## config.mk

```make
export PLATFORM = sky130hd
export DESIGN_NAME = vec_reduce_add
export DESIGN_NICKNAME = d
export VERILOG_FILES = /design/src/rtl/vec_reduce_add_pkg.sv /design/src/rtl/vec_reduce_add_float_add.sv /design/src/rtl/vec_reduce_add.sv
export VERILOG_INCLUDE_DIRS = /design/src /design/src/rtl
export SDC_FILE = /design/constraint.sdc
export NUM_CORES = 1
export LEC_CHECK = 0
export ABC_AREA = 1
export BUFFER_PORTS_ARGS = -buffer_cell sky130_fd_sc_hd__clkbuf_2
export CORE_AREA = 10 10 223 225
export CTS_BUF_LIST = sky130_fd_sc_hd__clkbuf_4 sky130_fd_sc_hd__clkbuf_8
export DETAILED_ROUTE_END_ITERATION = 16
export DIE_AREA = 0 0 233 235
export PLACE_DENSITY = 0.67
export SYNTH_ARGS = -nofsm -noshare
export SYNTH_HDL_FRONTEND = slang
export SYNTH_HIERARCHICAL = 1
export SYNTH_SLANG_ARGS = --single-unit
```

## constraint.sdc

```tcl
create_clock -name clk -period 62.9 [get_ports clk]
set_input_delay 12.58 -clock clk [delete_from_list [all_inputs] [get_ports clk]]
set_output_delay 12.58 -clock clk [all_outputs]
set_load 0.005 [all_outputs]
```

## src/rtl/vec_macros.svh

```systemverilog
// Shared vector layout helpers: float element width, packed vector width, element select.
`ifndef VEC_MACROS_SVH
`define VEC_MACROS_SVH

`define VEC_FW(E, F)        (1 + (E) + (F))
`define VEC_WIDTH(N, E, F)  ((N) * `VEC_FW(E, F))
`define VEC_ELEM(V, I, FW)  V[(I) * (FW) +: (FW)]

`endif

```

## src/rtl/vec_reduce_add_pkg.sv

```systemverilog
// Shared helpers for the vector reduction block.
package vec_reduce_add_pkg;

  // Index counter width; a one-element vector still needs a 1-bit counter.
  function automatic int idx_width(input int n);
    return (n > 1) ? $clog2(n) : 1;
  endfunction

endpackage

```

## src/rtl/vec_reduce_add_float_add.sv

```systemverilog
// Combinational float adder, round-to-nearest-even; subnormals flush to zero,
// overflow saturates to infinity, NaN/Inf inputs are not special-cased.
`include "vec_macros.svh"

module float_add
  import vec_reduce_add_pkg::*;
#(
  parameter int EXP_WIDTH  = 8,
  parameter int FRAC_WIDTH = 23,
  parameter int BIAS       = 127
) (
  input  logic [`VEC_FW(EXP_WIDTH, FRAC_WIDTH)-1:0] a,
  input  logic [`VEC_FW(EXP_WIDTH, FRAC_WIDTH)-1:0] b,
  output logic [`VEC_FW(EXP_WIDTH, FRAC_WIDTH)-1:0] sum
);
  localparam int FW = `VEC_FW(EXP_WIDTH, FRAC_WIDTH);
  localparam int M  = FRAC_WIDTH + 1;
  localparam int W  = M + 3;

  logic                 swap, sgn, eff_sub, stk, found;
  logic [EXP_WIDTH-1:0] eb, es, diff;
  logic [W-1:0]         mb, ms, ms_al, norm;
  logic [W:0]           raw;
  logic [M:0]           man_r;
  int                   lz, e;

  always_comb begin
    swap    = b[FW-2:0] > a[FW-2:0];
    sgn     = swap ? b[FW-1] : a[FW-1];
    eff_sub = a[FW-1] ^ b[FW-1];
    eb      = swap ? b[FW-2 -: EXP_WIDTH] : a[FW-2 -: EXP_WIDTH];
    es      = swap ? a[FW-2 -: EXP_WIDTH] : b[FW-2 -: EXP_WIDTH];
    mb      = (eb == '0) ? '0 : {1'b1, (swap ? b[FRAC_WIDTH-1:0] : a[FRAC_WIDTH-1:0]), 3'b000};
    ms      = (es == '0) ? '0 : {1'b1, (swap ? a[FRAC_WIDTH-1:0] : b[FRAC_WIDTH-1:0]), 3'b000};
    diff    = eb - es;

    // Bits shifted out of the smaller operand collapse into the sticky bit.
    stk = 1'b0;
    for (int i = 0; i < W; i++) begin
      if (i < int'(diff)) stk = stk | ms[i];
    end
    ms_al = (ms >> diff) | W'(stk);
    raw   = eff_sub ? ({1'b0, mb} - {1'b0, ms_al}) : ({1'b0, mb} + {1'b0, ms_al});

    e     = int'(eb);
    lz    = 0;
    found = 1'b0;
    norm  = '0;
    if (raw[W]) begin
      norm = raw[W:1] | W'(raw[0]);
      e    = e + 1;
    end else begin
      for (int i = W - 1; i >= 0; i--) begin
        if (!found) begin
          if (raw[i]) found = 1'b1;
          else        lz    = lz + 1;
        end
      end
      norm = raw[W-1:0] << lz;
      e    = e - lz;
    end

    man_r = {1'b0, norm[W-1:3]} + (M+1)'(norm[2] & (norm[3] | norm[1] | norm[0]));
    if (man_r[M]) e = e + 1;

    if (raw == '0)
      sum = '0;
    else if (e <= 0)
      sum = {sgn, {(FW-1){1'b0}}};
    else if (e > 2 * BIAS)
      sum = {sgn, {EXP_WIDTH{1'b1}}, {FRAC_WIDTH{1'b0}}};
    else
      sum = {sgn, e[EXP_WIDTH-1:0], (man_r[M] ? man_r[M-1:1] : man_r[M-2:0])};
  end

endmodule

```

## src/rtl/vec_reduce_add.sv

```systemverilog
// Sequential left-to-right float sum of a packed vector through one shared adder.
// Latency VEC_SIZE cycles; in_ready only in IDLE, result held in DONE until out_ready.
`include "vec_macros.svh"

module vec_reduce_add
  import vec_reduce_add_pkg::*;
#(
  parameter int VEC_SIZE   = 4,
  parameter int EXP_WIDTH  = 8,
  parameter int FRAC_WIDTH = 23,
  parameter int BIAS       = 127
) (
  input  logic                                                   clk,
  input  logic                                                   rst_n,
  input  logic                                                   in_valid,
  output logic                                                   in_ready,
  input  logic [`VEC_WIDTH(VEC_SIZE, EXP_WIDTH, FRAC_WIDTH)-1:0] in_vec,
  output logic                                                   out_valid,
  input  logic                                                   out_ready,
  output logic [`VEC_FW(EXP_WIDTH, FRAC_WIDTH)-1:0]              out_sum
);
  localparam int FW = `VEC_FW(EXP_WIDTH, FRAC_WIDTH);
  localparam int VW = `VEC_WIDTH(VEC_SIZE, EXP_WIDTH, FRAC_WIDTH);
  localparam int IW = idx_width(VEC_SIZE);
  localparam logic [IW-1:0] LAST = IW'(VEC_SIZE - 1);

  typedef enum logic [1:0] {IDLE, ACCUM, DONE} state_t;

  state_t        state;
  logic [IW-1:0] idx;
  logic [FW-1:0] acc;
  logic [VW-1:0] vec_q;
  logic [FW-1:0] elem;
  logic [FW-1:0] add_sum;

  assign elem      = `VEC_ELEM(vec_q, idx, FW);
  assign in_ready  = (state == IDLE);
  assign out_valid = (state == DONE);
  assign out_sum   = acc;

  float_add #(
    .EXP_WIDTH (EXP_WIDTH),
    .FRAC_WIDTH(FRAC_WIDTH),
    .BIAS      (BIAS)
  ) u_add (
    .a  (acc),
    .b  (elem),
    .sum(add_sum)
  );

  always_ff @(posedge clk or negedge rst_n) begin
    if (!rst_n) begin
      state <= IDLE;
      idx   <= '0;
      acc   <= '0;
      vec_q <= '0;
    end else begin
      case (state)
        IDLE: if (in_valid) begin
          vec_q <= in_vec;
          acc   <= in_vec[FW-1:0];
          if (VEC_SIZE > 1) begin
            idx   <= IW'(1);
            state <= ACCUM;
          end else begin
            idx   <= '0;
            state <= DONE;
          end
        end
        ACCUM: begin
          acc <= add_sum;
          if (idx == LAST) begin
            idx   <= '0;
            state <= DONE;
          end else begin
            idx <= idx + 1'b1;
          end
        end
        DONE: if (out_ready) state <= IDLE;
        default: state <= IDLE;
      endcase
    end
  end

endmodule

```

# Word-level counts from Yosys, hierarchy flattened
# Index checks and enable logic that the tools add are counted.
dict set report totals {
  out_inout_bits 34
  ff_bits 164
  wordCells 324
  input_bits 132
}
dict set report op_classes {
  n_reduce_logical 8
  add_sub_neg 34
  n_bitwise 32
  n_eq_ne 6
  muxes 207
  n_lt_le_gt_ge 30
  n_shift 3
}
# cell n
set op_table {}
lappend op_table {{$mux W32} 83}
lappend op_table {{$add A32 B2 Y32 const B} 27}
lappend op_table {{$shiftx A128 B8 Y32} 1}
lappend op_table {{$mux W1} 106}
lappend op_table {{$lt A5 B8 Y1 const A} 11}
lappend op_table {{$mux W27} 3}
lappend op_table {{$mux W23} 3}
lappend op_table {{$lt A4 B8 Y1 const A} 8}
lappend op_table {{$pmux W32 S2} 1}
lappend op_table {{$mux W31} 2}
lappend op_table {{$or A27 B1 Y27} 2}
lappend op_table {{$gt A32 B9 Y1 const B} 1}
lappend op_table {{$le A32 B1 Y1 const B} 1}
lappend op_table {{$lt A3 B8 Y1 const A} 4}
lappend op_table {{$shl A27 B32 Y27} 1}
lappend op_table {{$sub A9 B32 Y32} 1}
lappend op_table {{$gt A31 B31 Y1} 1}
lappend op_table {{$add A27 B27 Y28} 1}
lappend op_table {{$logic_not A28 Y1} 1}
lappend op_table {{$mux W28} 1}
lappend op_table {{$sub A27 B27 Y28} 1}
lappend op_table {{$or A1 B1 Y1} 27}
lappend op_table {{$shr A27 B8 Y27} 1}
lappend op_table {{$add A24 B25 Y25} 1}
lappend op_table {{21 further kinds} 31}

# Logic depth before layout (Yosys ltp)
dict set report logic_depth {
  depth_word 179
  mapped_depth 183
  depth_no_buf 179
}

# Cells and area by module
# Netlist, hierarchy kept.
# mod area_each_um2 n_inst cells_per_inst
set modules_own_cells {}
lappend modules_own_cells {float_add 14491.4 1 2724}
lappend modules_own_cells {vec_reduce_add 7770.0 1 989}

# Worst setup path before layout
# Ideal clock, no wire load.
dict set report synth_timing {
  path_kind {register to register}
  start {register idx[0]}
  end {register acc[28] (netlist: out_sum[28])}
  path_stages_with_launch 158
  setup_time_ps 125
  required_time_ps 62775
  slack_ps 41055
  arrival_time_ps 21719
  synth_period_minus_slack_ps 21845
  path_cell_list {dfrtp_1 > buf_2 > buf_2 > buf_2 > o211ai_1 > nand2_1 > ha_1 > nand2_1 > nor2_1 > nand4_4 > nor2_1 > nand2_1 > nand2_4 > buf_4 > nand3b_1 > nand2_1 > nand2_1 > ha_1 > [... 122 more ...] > nand2_1 > o21ai_0 > and2_1 > o21ai_0 > o21ai_0 > nor4_1 > nand3_1 > o21ai_4 > nand2_1 > nor2_1 > nand3_1 > nand2_2 > inv_4 > nand2_8 > buf_8 > a21oi_1 > nand2_1 > nand3_1}
}
dict set report synth_between {
  elab_chain_len 179
}
# element line
set synth_rtl {}
lappend synth_rtl {{start: declaration} vec_reduce_add.sv:30} ;# logic [IW-1:0] idx;
lappend synth_rtl {{start signal: assignment} vec_reduce_add.sv:76} ;# idx <= idx + 1'b1;
lappend synth_rtl {{$shiftx A128 B8 Y32 (no line) *} -}
lappend synth_rtl {{named net elem[22]} vec_reduce_add.sv:33} ;# logic [FW-1:0] elem;
lappend synth_rtl {{parallel branches: the longest is 176 deep, another holds $gt A31 B31 Y1} -}
lappend synth_rtl {{$mux W32 *} vec_reduce_add_float_add.sv:66} ;# if (raw == '0)
lappend synth_rtl {{named net add_sum[28]} vec_reduce_add.sv:34} ;# logic [FW-1:0] add_sum;
lappend synth_rtl {{$pmux W32 S2 *} vec_reduce_add.sv:58} ;# case (state)
lappend synth_rtl {{end signal: assignment} vec_reduce_add.sv:61} ;# acc <= in_vec[FW-1:0];
lappend synth_rtl {{end signal: assignment} vec_reduce_add.sv:71} ;# acc <= add_sum;
lappend synth_rtl {{end: declaration} vec_reduce_add.sv:31} ;# logic [FW-1:0] acc;
# Mark *: on every way through the listed nets, which the timed path passes. The select of a mux whose other input is x is not followed.
# A chain may end at the register's enable or synchronous reset.

# Worst setup path after layout
dict set report layout_timing {
  start {register idx[0]}
  end {register acc[25] (netlist: out_sum[25])}
}
# Same word-level chain as after synthesis.

==> out/metrics.yaml <==
finalWeightedCongestion: 1.00
cp_common_cell: "nand2_1"
count_of_vias_placed_by_the_detailed_router: 24200
endpoint_kind: "register"
routed_wire_length_per_instance_um: 17.2
yosys-top-cells-area: "nand2_1 22%, dfrtp_1 18%, nand3_1 10%"
std_cell_rows: 78
die_w_um: 233
final.period_utilization_pct: 44.6
synth-warning-count: 6
seq_area_frac_synth_pct: 18.4
critical_path_class: "reg -> reg"
worstPathArrival_ns: 28.44
groute.layer.met1.usage_pct: 38.5
min_period_ns: 28.04
grt.met2_usage_pct: 40.6
timing.setup.tns_ns: 0
synthArstFlopShare_pct: 100
firstDrtPassIters: 6
postSynthAreaPerCell_um2: 6.00
worstReg2RegEnd: "out_sum[25]$_DFFE_PN0P_"
cts_hold_repair.buffers: 0
yosysMostFrequentCell: "nand2_1"
area_delta_synth_final_pct: 4.99
nNetsFinal: 4003
pre_cts_slack_ns: 35.38
maxClockFrequency_mhz: 35.7
cts.reportedPaths.clkPinSlew_ns: 0.10
reg2reg_from: "idx[0]$_DFFE_PN0P_"
design.core.area_um2: 45100
fin_skew_ns: 0.0267
worst_slew_pin_slew_ns: 1.18
reg2regPathDepth: 158
yosys_most_used_dff: "dfrtp_1"
cell_type_contributing_the_most_total_cell_area_after_synthesis: "nand2_1"
drtAntennaViolNets: 0
cts.htree.levels: 4
mappedNetlistArea_um2: 22300
grt_most_used_layer: "met2"
grt_antenna_before_repair: 0
slew_headroom_pct: 21.4
wire_length_of_the_first_global_routing_pass_um: 119000
worstSkewPairLatency_ns: 0.48
status: "finished clean"
track_usage_pct: 26.6
clock_path_buffers: 2
setup.reg_to_reg.worst_slack_ns: 34.86
post_cts_buffers: 0
min_to: "vec_q[61]$_DFFE_PN0P_"
worst_slack_ns: 34.86
critPathTopFamily: "simple AND/OR/NAND/NOR gates"
yosys.area.top_type_share_pct: 21.8
hold_depth: 2
ctsResizeCount: 0
dieArea_um2: 54800
ioPinCount: 166
rsz0062_at_grt: "no"
worstHoldStart: "vec_q[61]$_DFFE_PN0P_"
worst_setup_start_kind: "register"
dp.final_hpwl_um: 61200
cp_max_fo: 114
drv_cap: 0
synth_cell_types: 75
post_synth_most_frequent_cells: "1294 x nand2_1, 444 x nand3_1, 376 x inv_1"
final_hold_viol_count: 0
critical_path_buf_inv_count: 23
netlist_instances: 3713
routed_via_density: 5.51
globalRouteOverflowTotal: 0
synth-seq-cells: 164
critPathSlowestCell: "nor2_1"
tritoncts: "done"
inserted_diodes: 0
route.detailed.drc: 0
worstHoldPathType: "reg -> reg"
synth_nets: 3943
cts.sinks: 164
grt_max_degree: 125
slew_violations: 0
crit_path_max_incr_delay_ns: 0.88
routed_wl_um: 75600
use_met3_pct: 3.37
drive_gt1_share_pct: 12.5
crit_required_ns: 63.29
drt-initial-drc-count: 2533
die_h_um: 235
synth-edff-count: 0
final-setup-viol-count: 0
initial_standard_cell_utilization_of_the_core_pct: 49.4
port-buffer-count: 165
numCtsBuffers: 17
first_global_vias: 21900
clockRootBuffer: "clkbuf_8"
-- per-stage QoR --
step	cells	hold WS, ns	instance area (um^2)	utilization (%)
4_1_cts	4385	0.481	23400	51.8
2_1_floorplan	3713	0.442	22300	-
5_1_grt	4385	0.497	23400	51.8
3_3_place_gp	4354	0.454	23000	50.9
6_report	4385	0.479	23400	51.8
3_5_place_dp	4354	0.459	23000	50.9
-- per-layer routing --
metal,up-vias,part of all wire (%)
met5,-,0
li1,12200,-
met2,903,43
met4,0,2.8
met3,110,7.5
met1,10900,46
-- cell type report --
type | count | area, um^2
timing repair buffer | 189 | 1010
fill | 4879 | 21700
tap | 600 | 751
multi-input combinational | 2970 | 15400
inverter | 431 | 1660
sequential | 164 | 4110
clock inverter | 14 | 186
clock buffer | 17 | 234
-- worst min-delay path, cell delays in order, from the launching register on --
cell	delay, ns
dfrtp_1	0.35
nand2_1	0.05
nand2_1	0.04
-- worst max path at each step --
stage | startpoint | end | slack (ns) | cells past startpoint
floorplan | idx[0]$_DFFE_PN0P_ | out_sum[28]$_DFFE_PN0P_ | 41.06 | 157
global placement | idx[0]$_DFFE_PN0P_ | out_sum[25]$_DFFE_PN0P_ | 35.82 | 158
detailed placement | idx[0]$_DFFE_PN0P_ | out_sum[25]$_DFFE_PN0P_ | 35.38 | 158
CTS | idx[0]$_DFFE_PN0P_ | out_sum[25]$_DFFE_PN0P_ | 35.27 | 158
global route | idx[0]$_DFFE_PN0P_ | out_sum[16]$_DFFE_PN0P_ | 32.17 | 160
finish | idx[0]$_DFFE_PN0P_ | out_sum[25]$_DFFE_PN0P_ | 34.86 | 158
-- kinds of logic (layout without fill, tap and decap cells) --
logic type / count (synthesis) / in the layout / synth area share (%)
adders and majority gates: 98 / 98 / 5.54
DFF: 164 / 164 / 18.4
buffers and inverters: 579 / 651 / 12.3
AOI/OAI and AO/OA: 404 / 404 / 11.0
xor gates and xnor gates: 88 / 88 / 3.60
and+or+nand+nor: 2377 / 2377 / 49.0
muxes: 3 / 3 / 0.135
-- sequential cells by signal (all words and copies together) (netlist names) --
| name | count |
|---|---|
| idx | 2 |
| out_sum | 32 |
| state | 2 |
| vec_q | 128 |
-- layout by cell type (no fill, tap or decap), types with 13 or more instances in the layout --
master,instances
a21oi_1,111
o21a_1,13
buf_4,25
nor4_1,14
inv_1,376
nand3b_1,17
o21ai_0,112
nand2_2,64
xnor2_1,25
nor2_2,27
nand2_4,15
nand3_1,444
nand3_2,18
dfrtp_1,163
a211oi_1,29
nand2_1,1294
nor2_4,15
clkbuf_2,163
ha_1,97
nor2_1,284
o211ai_1,39
inv_2,36
nand4_1,105
clkbuf_8,17
o21ai_1,25
nor3_1,24
xor2_1,59
Power is not shown: default switching activity piles up to over one toggle a cycle in this logic, so the estimate is an artifact.
